File: config.mk
export PLATFORM = sky130hd
export DESIGN_NAME = mcu_sequencer
export DESIGN_NICKNAME = d
export VERILOG_FILES = /design/src/rtl/mcu_pkg.sv /design/src/rtl/seq_watchdog.sv /design/src/rtl/mcu_sequencer.sv
export SDC_FILE = /design/constraint.sdc
export NUM_CORES = 1
export LEC_CHECK = 0
export BUFFER_PORTS_ARGS = -buffer_cell sky130_fd_sc_hd__clkbuf_2
export CORE_ASPECT_RATIO = 0.6
export CORE_MARGIN = 4
export CORE_UTILIZATION = 40
export CTS_CLUSTER_SIZE = 14
export DETAILED_ROUTE_END_ITERATION = 16
export GPL_ROUTABILITY_DRIVEN = 0
export GPL_TIMING_DRIVEN = 0
export PLACE_DENSITY = 0.65
export SLEW_MARGIN = 15
export SYNTH_ARGS = -nofsm -noshare
export SYNTH_HDL_FRONTEND = slang
export SYNTH_SLANG_ARGS = --single-unit
File: constraint.sdc
create_clock -name Mclk -period 1.9 [get_ports Mclk]
set_input_delay 0.285 -clock Mclk [delete_from_list [all_inputs] [get_ports Mclk]]
set_output_delay 0.285 -clock Mclk [all_outputs]
set_load 0.01 [all_outputs]
File: src/rtl/mcu_pkg.sv
// Shared types and constants for the instruction sequencer: FSM state encoding
// and the default halt opcode.
package mcu_pkg;

  typedef enum logic [2:0] {
    ST_IDLE,
    ST_FETCH,
    ST_ISSUE,
    ST_WAIT_DONE,
    ST_PAUSE,
    ST_HALT
  } state_e;

  localparam logic [15:0] DEFAULT_HALT_WORD = 16'hFFFF;

  // Busy covers every state in which a program is in flight.
  function automatic logic is_busy(input state_e s);
    return !((s == ST_IDLE) || (s == ST_HALT));
  endfunction

endpackage

File: src/rtl/seq_watchdog.sv
// Completion watchdog: a loadable down-counter that flags expiry on the last
// enabled cycle of a TIMEOUT-cycle window. TIMEOUT = 0 disables it.
module seq_watchdog #(
  parameter int TIMEOUT = 255
) (
  input  logic clk,
  input  logic srst,
  input  logic clear,
  input  logic load,
  input  logic en,
  output logic expire
);

  localparam int CW = (TIMEOUT > 1) ? $clog2(TIMEOUT + 1) : 1;

  logic [CW-1:0] count_q;
  logic [CW-1:0] count_d;

  always_comb begin
    count_d = count_q;
    if (clear) begin
      count_d = '0;
    end else if (load) begin
      count_d = CW'(TIMEOUT);
    end else if (en && (count_q != '0)) begin
      count_d = count_q - 1'b1;
    end
  end

  always_ff @(posedge clk) begin
    if (srst) begin
      count_q <= '0;
    end else begin
      count_q <= count_d;
    end
  end

  // Count of 1 while enabled means this is the final cycle of the window.
  assign expire = (TIMEOUT != 0) && en && (count_q == CW'(1));

endmodule

File: src/rtl/mcu_sequencer.sv
// Instruction sequencer: fetches words from a synchronous ROM and issues them
// to the SCU over a Run/Done handshake, with wrap/halt, single-step and watchdog.
module mcu_sequencer
  import mcu_pkg::*;
#(
  parameter int                 ADDR_W     = 4,
  parameter int                 DATA_W     = 16,
  parameter int                 MEM_LAT    = 1,
  parameter logic [ADDR_W-1:0]  START_ADDR = '0,
  parameter logic [DATA_W-1:0]  HALT_WORD  = DATA_W'(DEFAULT_HALT_WORD),
  parameter int                 TIMEOUT    = 255
) (
  input  logic              Mclk,
  input  logic              Reset,
  input  logic              Start,
  input  logic              Step_mode,
  input  logic              Step,
  input  logic              Wrap,
  input  logic [ADDR_W-1:0] End_addr,
  output logic [ADDR_W-1:0] Mem_addr,
  input  logic [DATA_W-1:0] Mem_data,
  output logic [DATA_W-1:0] Instr,
  output logic              Run,
  input  logic              Done,
  output logic              Busy,
  output logic              Halted,
  output logic              Error,
  output logic [ADDR_W-1:0] Pc
);

  localparam int             LW       = (MEM_LAT > 1) ? $clog2(MEM_LAT) : 1;
  localparam logic [LW-1:0]  LAT_LAST = LW'(MEM_LAT - 1);

  state_e            state_q, state_d;
  logic [ADDR_W-1:0] pc_q, pc_d;
  logic [ADDR_W-1:0] mem_addr_q, mem_addr_d;
  logic [DATA_W-1:0] instr_q, instr_d;
  logic [LW-1:0]     lat_q, lat_d;
  logic              error_q, error_d;
  logic              done_q;
  logic              done_rise;
  logic              wd_clear, wd_load, wd_en, wd_expire;
  logic [ADDR_W-1:0] pc_next;

  assign done_rise = Done & ~done_q;

  // Successor address; at End_addr this only matters when Wrap is set.
  assign pc_next = (pc_q == End_addr) ? START_ADDR : pc_q + 1'b1;

  always_comb begin
    state_d    = state_q;
    pc_d       = pc_q;
    mem_addr_d = mem_addr_q;
    instr_d    = instr_q;
    lat_d      = lat_q;
    error_d    = error_q;
    wd_clear   = 1'b0;
    wd_load    = 1'b0;
    wd_en      = 1'b0;

    case (state_q)
      ST_IDLE, ST_HALT: begin
        if (Start) begin
          state_d    = ST_FETCH;
          pc_d       = START_ADDR;
          mem_addr_d = START_ADDR;
          lat_d      = '0;
          error_d    = 1'b0;
        end
      end

      ST_FETCH: begin
        if (lat_q == LAT_LAST) begin
          instr_d = Mem_data;
          state_d = (Mem_data == HALT_WORD) ? ST_HALT : ST_ISSUE;
        end else begin
          lat_d = lat_q + 1'b1;
        end
      end

      ST_ISSUE: begin
        wd_load = 1'b1;
        state_d = ST_WAIT_DONE;
      end

      ST_WAIT_DONE: begin
        wd_en = 1'b1;
        // A completion in the same cycle as expiry still counts as completion.
        if (done_rise) begin
          wd_clear = 1'b1;
          if ((pc_q == End_addr) && !Wrap) begin
            state_d = ST_HALT;
          end else begin
            pc_d       = pc_next;
            mem_addr_d = pc_next;
            lat_d      = '0;
            state_d    = Step_mode ? ST_PAUSE : ST_FETCH;
          end
        end else if (wd_expire) begin
          error_d = 1'b1;
          state_d = ST_HALT;
        end
      end

      ST_PAUSE: begin
        if (Step || !Step_mode) begin
          lat_d   = '0;
          state_d = ST_FETCH;
        end
      end

      default: begin
        state_d = ST_IDLE;
      end
    endcase
  end

  always_ff @(posedge Mclk) begin
    if (Reset) begin
      state_q    <= ST_IDLE;
      pc_q       <= START_ADDR;
      mem_addr_q <= START_ADDR;
      instr_q    <= '0;
      lat_q      <= '0;
      error_q    <= 1'b0;
      done_q     <= 1'b1;
    end else begin
      state_q    <= state_d;
      pc_q       <= pc_d;
      mem_addr_q <= mem_addr_d;
      instr_q    <= instr_d;
      lat_q      <= lat_d;
      error_q    <= error_d;
      done_q     <= Done;
    end
  end

  seq_watchdog #(
    .TIMEOUT (TIMEOUT)
  ) u_watchdog (
    .clk    (Mclk),
    .srst   (Reset),
    .clear  (wd_clear),
    .load   (wd_load),
    .en     (wd_en),
    .expire (wd_expire)
  );

  assign Mem_addr = mem_addr_q;
  assign Instr    = instr_q;
  assign Run      = (state_q == ST_ISSUE);
  assign Busy     = is_busy(state_q);
  assign Halted   = (state_q == ST_HALT);
  assign Error    = error_q;
  assign Pc       = pc_q;

endmodule

==> key figures <==
Min path
  – Worst hold path type: in2reg
  – Hold path start: Done

Synth
  – Synth Area per Inst: 8.49 µm²
  – Cells after Synth: 203
  – Post-Synth Simple-Gate Area: 0.287
  – Synthesized area: 0.00172 mm²
  – Ys Warns: 0
  – Synth Register Bits: 33
  – Compound-Gate Fraction of Synth Area: 0.189
  – Yosys top cell area share: 0.383
  – Register area share after synthesis: 0.383
  – FFs w/ async S/R, synth: 0
  – Dominant synthesized flop cell: dfxtp_1
  – Synth Area in XOR/XNOR: 0.0406
  – Post-Synth Adder-Cell Area: 0.0218
  – Top post-synthesis cells by area: dfxtp_1, nand2_1, a21oi_1
  – Yosys top cell by area: dfxtp_1
  – Netlist cell types: 41
  – Net Count, Synth: 233
  – Largest family of logic cells by synthesized area: simple AND/OR/NAND/NOR gates
  – Post-synth EDFFs: 0
  – Multiplexer share of the synthesized area: 0.0174

STA
  – Endpoints failing hold: 0
  – Slew margin rel.: 0.618
  – Final WS setup: 0.153 ns
  – Final period util: 0.920
  – Max-slew violations: 0
  – RSZ-0062 raised after global routing: no
  – # setup viols final: 0
  – Clock skew: 0.00425 ns
  – Fin Setup TNS: 0 ns
  – Worst slew pin tran: 0.570 ns
  – FMAX: 572 MHz
  – Final min period: 1.75 ns

Run
  – Max_cap viols: 0

CTS
  – Post_cts resized: 0
  – Clk_lat worst skew: 0.28 ns
  – Postcts setup bufs: 0
  – Clk slew on worst S/H paths: 0.07 ns
  – Clock Tree Root: clkbuf_8
  – H-Tree Depth: 2
  – Hold-fix buffers at CTS: 0
  – Max Root-Sink Buffers: 2
  – CTS Buf Count: 5
  – CTS tree: built
  – CTS Sinks: 33

Detailed routing
  – Vias: 1594
  – Vias per cell: 4.92
  – # DRC: 0
  – Routed wire length per instance: 12.9 µm
  – Final Routed Wirelength: 4170 µm
  – Antenna-violating nets left: 0
  – DRT Pass-1 Iters: 4
  – DRC violation total after the first TritonRoute iteration: 56

Finish
  – Fin cells: 324
  – Filler cells: 424
  – Commonest non-fill, non-tap cell in the layout: clkbuf_2
  – Reg area: 661 µm²
  – Area growth from synthesis to layout: 26.5%
  – Layout cells sized above 1: 0.311
  – Most frequent cells in the layout: clkbuf_2, nand2_1, dfxtp_1, a21oi_1
  – # diodes: 0
  – Multi-input combinational cell area: 966 µm²
  – Layout net count: 294

Power
  – Pwr/cell area: 1420 mW/mm²
  – Peak supply drop: 735 µV
  – Leakage: 0.920 nW

Critical path
  – Worst path required time: 2.07 ns
  – CP Launch Type: flop
  – R2r endpoint: u_watchdog.count_q[4]$_SDFFE_PP0P_
  – Worst r2r src: u_watchdog.count_q[0]$_SDFFE_PP0P_
  – Flop-to-flop setup slack: 0.15 ns
  – Type of the worst setup path: reg2reg
  – CP Max Fanout: 6
  – Crit end category: flop
  – Crit path DAT: 1.91 ns
  – R2R cell count: 6
  – Worst Setup SP: u_watchdog.count_q[0]$_SDFFE_PP0P_
  – CP Capture Point: u_watchdog.count_q[4]$_SDFFE_PP0P_

Global routing
  – GR Util met1: 0.244
  – Global-route wire length before repair: 6980 µm
  – Vias in the first global route: 1461
  – GR Overflow Total: 0
  – Gr usage total: 0.165
  – Initial antenna violation count: 0
  – Largest net degree at the start of global routing: 11
  – M3 GR Usage: 0.0651
  – Grt peak-use layer: met1
  – Grt met2 use: 0.211

Floorplanning
  – Rows: 18
  – Core Region: 0.00412 mm²
  – Die Y: 58.9 µm
  – Full die area: 0.00546 mm²
  – I/O pins: 55
  – Initial core utilization: 0.418
  – Die width: 92.8 µm

Placement
  – Port Buffers: 54
  – Pre-CTS setup slack: 0.0524 ns
  – Post-Place Cells: 317
  – HPWL after DPL: 3200 µm

Outcome
  – Status: finished, final reports clean
[layout make-up]
class	count	share of cell area
clock buffer	5	0.0316
timing repair buffer	54	0.124
inverter	4	0.00688
clock inverter	2	0.0161
buffer	14	0.0413
sequential	33	0.303
tap	60	0.0344
multi-input combinational	152	0.443
[how the worst min path moves through the flow]
stage / end / depth (start not counted) / slack [ns]
CTS: done_q$_SDFF_PP1_ / 2 / 0.22
finish: done_q$_SDFF_PP1_ / 2 / 0.22
detailed placement: Instr[1]$_SDFFE_PP0P_ / 2 / 0.45
global placement: Instr[13]$_SDFFE_PP0P_ / 2 / 0.44
floorplan: done_q$_SDFF_PP1_ / 1 / 0.39
global route: done_q$_SDFF_PP1_ / 2 / 0.23
[kinds of logic (layout without fill, tap and decap cells)]
logic type | Yosys count | after routing
compound gates | 49 | 49
xor+xnor | 8 | 8
fa+ha+maj | 3 | 3
buf+inv | 18 | 79
flops | 33 | 33
mux | 3 | 3
simple gates | 89 | 89
[report_power, final]
group | leakage, nW | switching, mW | internal [mW]
sequential | 0.270 | 0.160 | 0.882
clock | 0.0540 | 0.258 | 0.381
combinational | 0.596 | 0.799 | 0.611
total | 0.920 | 1.22 | 1.87
[layer usage]
layer,up-vias,wire [µm]
met5,-,0
met4,0,66
met3,8,368
met2,53,1450
met1,698,2290
li1,835,-
[Yosys cell counts, types with 2 or more instances]
cell type	instances
nor2_1	7
xnor2_1	8
nand2_1	38
a31oi_1	2
nand3b_1	3
ha_1	3
o21ai_0	4
buf_6	2
a21oi_1	24
nand2b_1	8
and3_1	2
buf_4	6
inv_1	4
nor4_1	2
dfxtp_1	33
a311oi_1	2
clkbuf_1	6
mux2i_1	3
nor3_1	6
nor2b_1	5
a22oi_1	2
nand4_1	5
a211oi_1	8
or2_2	3
[critical path: stages, from the launching register on]
cell	delay (ns)
dfxtp_1	0.37
inv_1	0.09
ha_2	0.25
or3b_2	0.49
nor3_1	0.21
xnor2_1	0.15
a21oi_1	0.08
[sequential cells by signal (all words and copies together) (netlist names)]
name                count
Error                   1
Instr                  16
Mem_addr                4
done_q                  1
state_q                 3
u_watchdog.count_q      8
[per-stage QoR]
step	utilization	cell area (µm²)	hold WS, ns	total power, mW
detailed placement	0.502	2070	0.447	2.45
global route	0.529	2180	0.232	3.33
floorplan	-	1720	0.392	2.08
finish	0.529	2180	0.220	3.09
CTS	0.527	2170	0.220	3.10
global placement	0.502	2070	0.442	2.43
No activity file was read; power rests on OpenSTA's default activity.
